## src/rtl/cursor_blink_ctrl.sv

```systemverilog
// Cursor visibility control: synchronises the blink timer, applies phase changes at frame
// boundaries, forces the cursor solid after character writes and on a stalled timer.
module cursor_blink_ctrl #(
   parameter int HOLD_FRAMES  = 2,
   parameter int STALL_CYCLES = 33554432,
   parameter int STALL_W      = 26
) (
   input  logic clk,
   input  logic reset_n,
   input  logic timer_in,
   input  logic enable,
   input  logic frame_start,
   input  logic char_wr,
   input  logic cursor_cell,
   output logic cursor_on,
   output logic cursor_pix_en,
   output logic blink_tick,
   output logic timer_stall
);

   // A zero hold count still needs a one-bit register to keep the datapath legal.
   localparam int                 HOLD_W    = (HOLD_FRAMES < 1) ? 1 : $clog2(HOLD_FRAMES + 1);
   localparam logic [HOLD_W-1:0]  HOLD_LOAD = HOLD_W'(HOLD_FRAMES);
   localparam logic [HOLD_W-1:0]  HOLD_ZERO = {HOLD_W{1'b0}};
   localparam logic [HOLD_W-1:0]  HOLD_ONE  = HOLD_W'(1);
   localparam logic [STALL_W-1:0] STALL_MAX = STALL_W'(STALL_CYCLES);
   localparam logic [STALL_W-1:0] STALL_ONE = STALL_W'(1);

   logic               sync1_r;
   logic               sync2_r;
   logic               prev_r;
   logic [HOLD_W-1:0]  hold_cnt_r;
   logic [STALL_W-1:0] stall_cnt_r;

   logic               edge_s;
   logic               target_s;
   logic               cursor_nxt_s;
   logic [HOLD_W-1:0]  hold_cnt_nxt_s;
   logic [STALL_W-1:0] stall_cnt_nxt_s;

   // Next-state logic for the stall watchdog, hold counter and displayed phase.
   always_comb begin
      edge_s          = sync2_r ^ prev_r;
      stall_cnt_nxt_s = stall_cnt_r;
      hold_cnt_nxt_s  = hold_cnt_r;
      target_s        = sync2_r;
      cursor_nxt_s    = cursor_on;

      if (edge_s) begin
         stall_cnt_nxt_s = {STALL_W{1'b0}};
      end else if (stall_cnt_r == STALL_MAX) begin
         stall_cnt_nxt_s = STALL_MAX;
      end else begin
         stall_cnt_nxt_s = stall_cnt_r + STALL_ONE;
      end

      // A write on a frame boundary reloads rather than decrements.
      if (char_wr) begin
         hold_cnt_nxt_s = HOLD_LOAD;
      end else if (frame_start && (hold_cnt_r != HOLD_ZERO)) begin
         hold_cnt_nxt_s = hold_cnt_r - HOLD_ONE;
      end else begin
         hold_cnt_nxt_s = hold_cnt_r;
      end

      if ((hold_cnt_r != HOLD_ZERO) || timer_stall) begin
         target_s = 1'b1;
      end else begin
         target_s = sync2_r;
      end

      if (char_wr) begin
         cursor_nxt_s = 1'b1;
      end else if (frame_start) begin
         cursor_nxt_s = target_s;
      end else begin
         cursor_nxt_s = cursor_on;
      end
   end

   // State registers with synchronous active-low reset.
   always_ff @(posedge clk) begin
      if (!reset_n) begin
         sync1_r     <= 1'b0;
         sync2_r     <= 1'b0;
         prev_r      <= 1'b0;
         hold_cnt_r  <= HOLD_ZERO;
         stall_cnt_r <= {STALL_W{1'b0}};
         cursor_on   <= 1'b0;
         blink_tick  <= 1'b0;
         timer_stall <= 1'b0;
      end else begin
         sync1_r     <= timer_in;
         sync2_r     <= sync1_r;
         prev_r      <= sync2_r;
         hold_cnt_r  <= hold_cnt_nxt_s;
         stall_cnt_r <= stall_cnt_nxt_s;
         cursor_on   <= cursor_nxt_s;
         blink_tick  <= (cursor_nxt_s != cursor_on);
         timer_stall <= (stall_cnt_nxt_s == STALL_MAX);
      end
   end

   assign cursor_pix_en = cursor_cell & cursor_on & enable;

endmodule

```

## config.mk

```make
export PLATFORM = sky130hd
export DESIGN_NAME = cursor_blink_ctrl
export DESIGN_NICKNAME = d
export VERILOG_FILES = /design/src/rtl/cursor_blink_ctrl.sv
export SDC_FILE = /design/constraint.sdc
export NUM_CORES = 1
export LEC_CHECK = 0
export CAP_MARGIN = 15
export CORE_AREA = 3 3 79 81
export DETAILED_ROUTE_END_ITERATION = 12
export DIE_AREA = 0 0 82 84
export GPL_ROUTABILITY_DRIVEN = 1
export PLACE_DENSITY = 0.58
export SETUP_SLACK_MARGIN = 0.1
export SLEW_MARGIN = 10
export SYNTH_ARGS = -nofsm -noshare
export SYNTH_HDL_FRONTEND = slang
export SYNTH_SLANG_ARGS = --single-unit
```

## constraint.sdc

```tcl
create_clock -name clk -period 5.2 [get_ports clk]
set_input_delay 1.04 -clock clk [delete_from_list [all_inputs] [get_ports clk]]
set_output_delay 1.04 -clock clk [all_outputs]
set_load 0.1 [all_outputs]
```

==> metrics <==
CP Data Arrival Time 2.76 ns; Rows 27; first-pass GRT wire length 6.40 mm; commonest non-fill, non-tap cell in the layout nor2_1; Synth Area in Simple Gates 34.7%; startpoint types input port; Clock Latency Late Sink 0.29 ns; # resized after CTS 0; Crit path required time 4.16 ns; WHS Endpoint sync2_r$_SDFF_PN0_; Core ar. 5540 µm²; M1 WL 1.90 mm; DRC Markers 0; RSZ-0062 raised after global routing false; Final Hold Viols 0; fill cell count 592; Worst R2R End timer_stall$_SDFF_PN0_; die area 6890 µm²; Worst-Margin Slew 0.962 ns; PwrDens 255 nW/µm²; initial antenna violation count 0; hold path cells 1; EDFF count, synth 0; ys flop type dfxtp_1; largest family of logic cells by synthesized area simple AND/OR/NAND/NOR gates; nets 234; All-Layer GR Usage 12.2%; reg2reg path depth 8; top sig layer met4; largest net degree at the start of global routing 26; Synth Area in Compound Gates 8.21%; delay-heaviest family, CP buffers and inverters; CTS Root Cell clkbuf_8; mapped cell area 1920 µm²; ANT nets after route 0; worst-path cell chain clkdlybuf4s50_1 > and3_1 > clkdlybuf4s50_1; maximum vdd drop 0.0894 mV; vias in the first global route 1332; I/O pins 11; clock skew 0.00417 ns; Vias 1482; share of cells above drive strength 1 11.6%; hpwl dp 2.68 mm; Non-Filler Instances 297; CTS tree done; Synth Area in XOR/XNOR 12.3%; register area share after synthesis 35.5%; mux cell area share after synthesis 1.30%; worst-path maximum fanout 1; FF+latch count, synth 34; Worst R2R Start stall_cnt_r[0]$_SDFF_PN0_; H-tree Lvls 2; Remaining Overflow, GRT 0; critical path class in -> out; fin. max-slew vios 0; Final min period 3.80 ns; worst reg-to-reg setup slack 2.78 ns; CTS sink count 34; status finished clean; Finish-stage setup viols 0; Worst Setup End Kind primary output; WP buf/inv 2; Final Wtd Congestion 0.822; Hold Buf Count CTS 0; Antenna Cells 0; most frequent cells in the layout nor2_1, dfxtp_1, xnor2_1; CP most frequent cell clkdlybuf4s50_1; iteration count of the initial detailed-routing pass 4; hold path start sync1_r$_SDFF_PN0_; maxcap violations 0; TNS Setup 0 ns; worst hold path class reg -> reg; post-synthesis adder-cell area fraction 1.96%; Ys Warns 0; metal3 WL 112 µm; leak pwr 0.781 nW; Setup Fix Bufs, Post-CTS 0; Cells after Synth 217; Via-to-Cell Ratio 4.99; Cells after DPL 289; total CTS buffers 5; routed wire length 3.71 mm; Syn-to-layout area delta 11.3%; Tcrit/Tclk final 73.0%; Clock Pin Slew Worst Setup and Hold Paths 0.07 ns; Crit path largest cell delay 1.12 ns; WL per Instance 12.5 µm; Die Span Y 84 µm; syn_nets 227; initial drt markers 79; Worst slew margin 35.7%; clock buffer depth 2; Die Width 82 µm; Mapped Avg Cell Area 8.84 µm²; Netlist cell types 52; Port Buffers 10; metal2 WL 1.61 mm; ys async rst share 0%; critical path's slowest cell clkdlybuf4s50_1; Starting Density 34.6%; Max Clock Freq 0.263 GHz
-- worst register-to-register path, delay by kind of cell, from the launching register on --
family                   cells  cell delay [ns]
adder cells (fa/ha/maj)      1             0.35
AO/OA/AOI/OAI                3             0.44
AND/OR/NAND/NOR              3             0.81
flip-flops                   1             0.44
multiplexers                 1             0.31
-- layer usage --
layer	GRT usage, %	up-vias
met5	0	-
met4	5.89	0
met3	3.56	6
met2	17.0	18
met1	16.9	691
li1	-	767
-- cell families after synthesis --
logic type,count (synthesis)
buffers and inverters,19
xor gates and xnor gates,27
AOI/OAI and AO/OA,22
and+or+nand+nor,110
DFF,34
adders and majority gates,3
muxes,2
-- stage by stage --
step           utilization [%]  total power [mW]  worst slack (ns)  instance area [µm²]  hold slack [ns]
2_1_floorplan                -             0.310              2.27                 1920            0.412
3_3_place_gp              36.6             0.323              1.40                 2030            0.414
3_5_place_dp              36.6             0.323              1.40                 2030            0.442
4_1_cts                   38.6             0.556              1.40                 2140            0.461
5_1_grt                   38.6             0.572              1.36                 2140            0.472
6_report                  38.6             0.545              1.40                 2140            0.449
-- worst max-delay path by stage --
stage / startpoint / cells after the start / end
6_report: enable / 3 / cursor_pix_en
5_1_grt: enable / 3 / cursor_pix_en
4_1_cts: enable / 3 / cursor_pix_en
3_5_place_dp: enable / 3 / cursor_pix_en
3_3_place_gp: enable / 3 / cursor_pix_en
2_1_floorplan: cursor_on$_SDFF_PN0_ / 1 / cursor_pix_en
-- cells in the mapped netlist (4+ instances only) --
| library cell | number | area [µm²] |
|---|---|---|
| nand4_1 | 5 | 31.3 |
| nor3_1 | 8 | 40.0 |
| nand3_1 | 11 | 55.1 |
| buf_2 | 4 | 20.0 |
| dfxtp_1 | 34 | 681 |
| xor2_1 | 11 | 96.3 |
| nor2_1 | 37 | 139 |
| inv_1 | 9 | 33.8 |
| and3_1 | 5 | 31.3 |
| nand2_1 | 13 | 48.8 |
| a21oi_1 | 6 | 30.0 |
| xnor2_1 | 16 | 140 |
-- area by class of cell --
type	count	area (µm²)	share of cell area, %
repair buffers	10	100	4.68
clock buffers	8	110	5.15
well taps	72	90.1	4.22
multi-input cells	164	1120	52.5
flip-flops and latches	34	681	31.9
inverters	9	33.8	1.58
-- flip-flops by register name, summed over array words and instances (netlist names) --
| register | flops |
|---|---|
| blink_tick | 1 |
| sync2_r | 1 |
| prev_r | 1 |
| hold_cnt_r | 2 |
| sync1_r | 1 |
| cursor_on | 1 |
| stall_cnt_r | 26 |
| timer_stall | 1 |
-- where the power goes --
part / internal [mW] / switching (mW) / total (mW)
Combinational: 0.0173 / 0.0283 / 0.0457
Sequential: 0.266 / 0.00537 / 0.271
Clock: 0.134 / 0.0947 / 0.228
Total: 0.417 / 0.128 / 0.545
No activity file was read; power rests on OpenSTA's default activity.
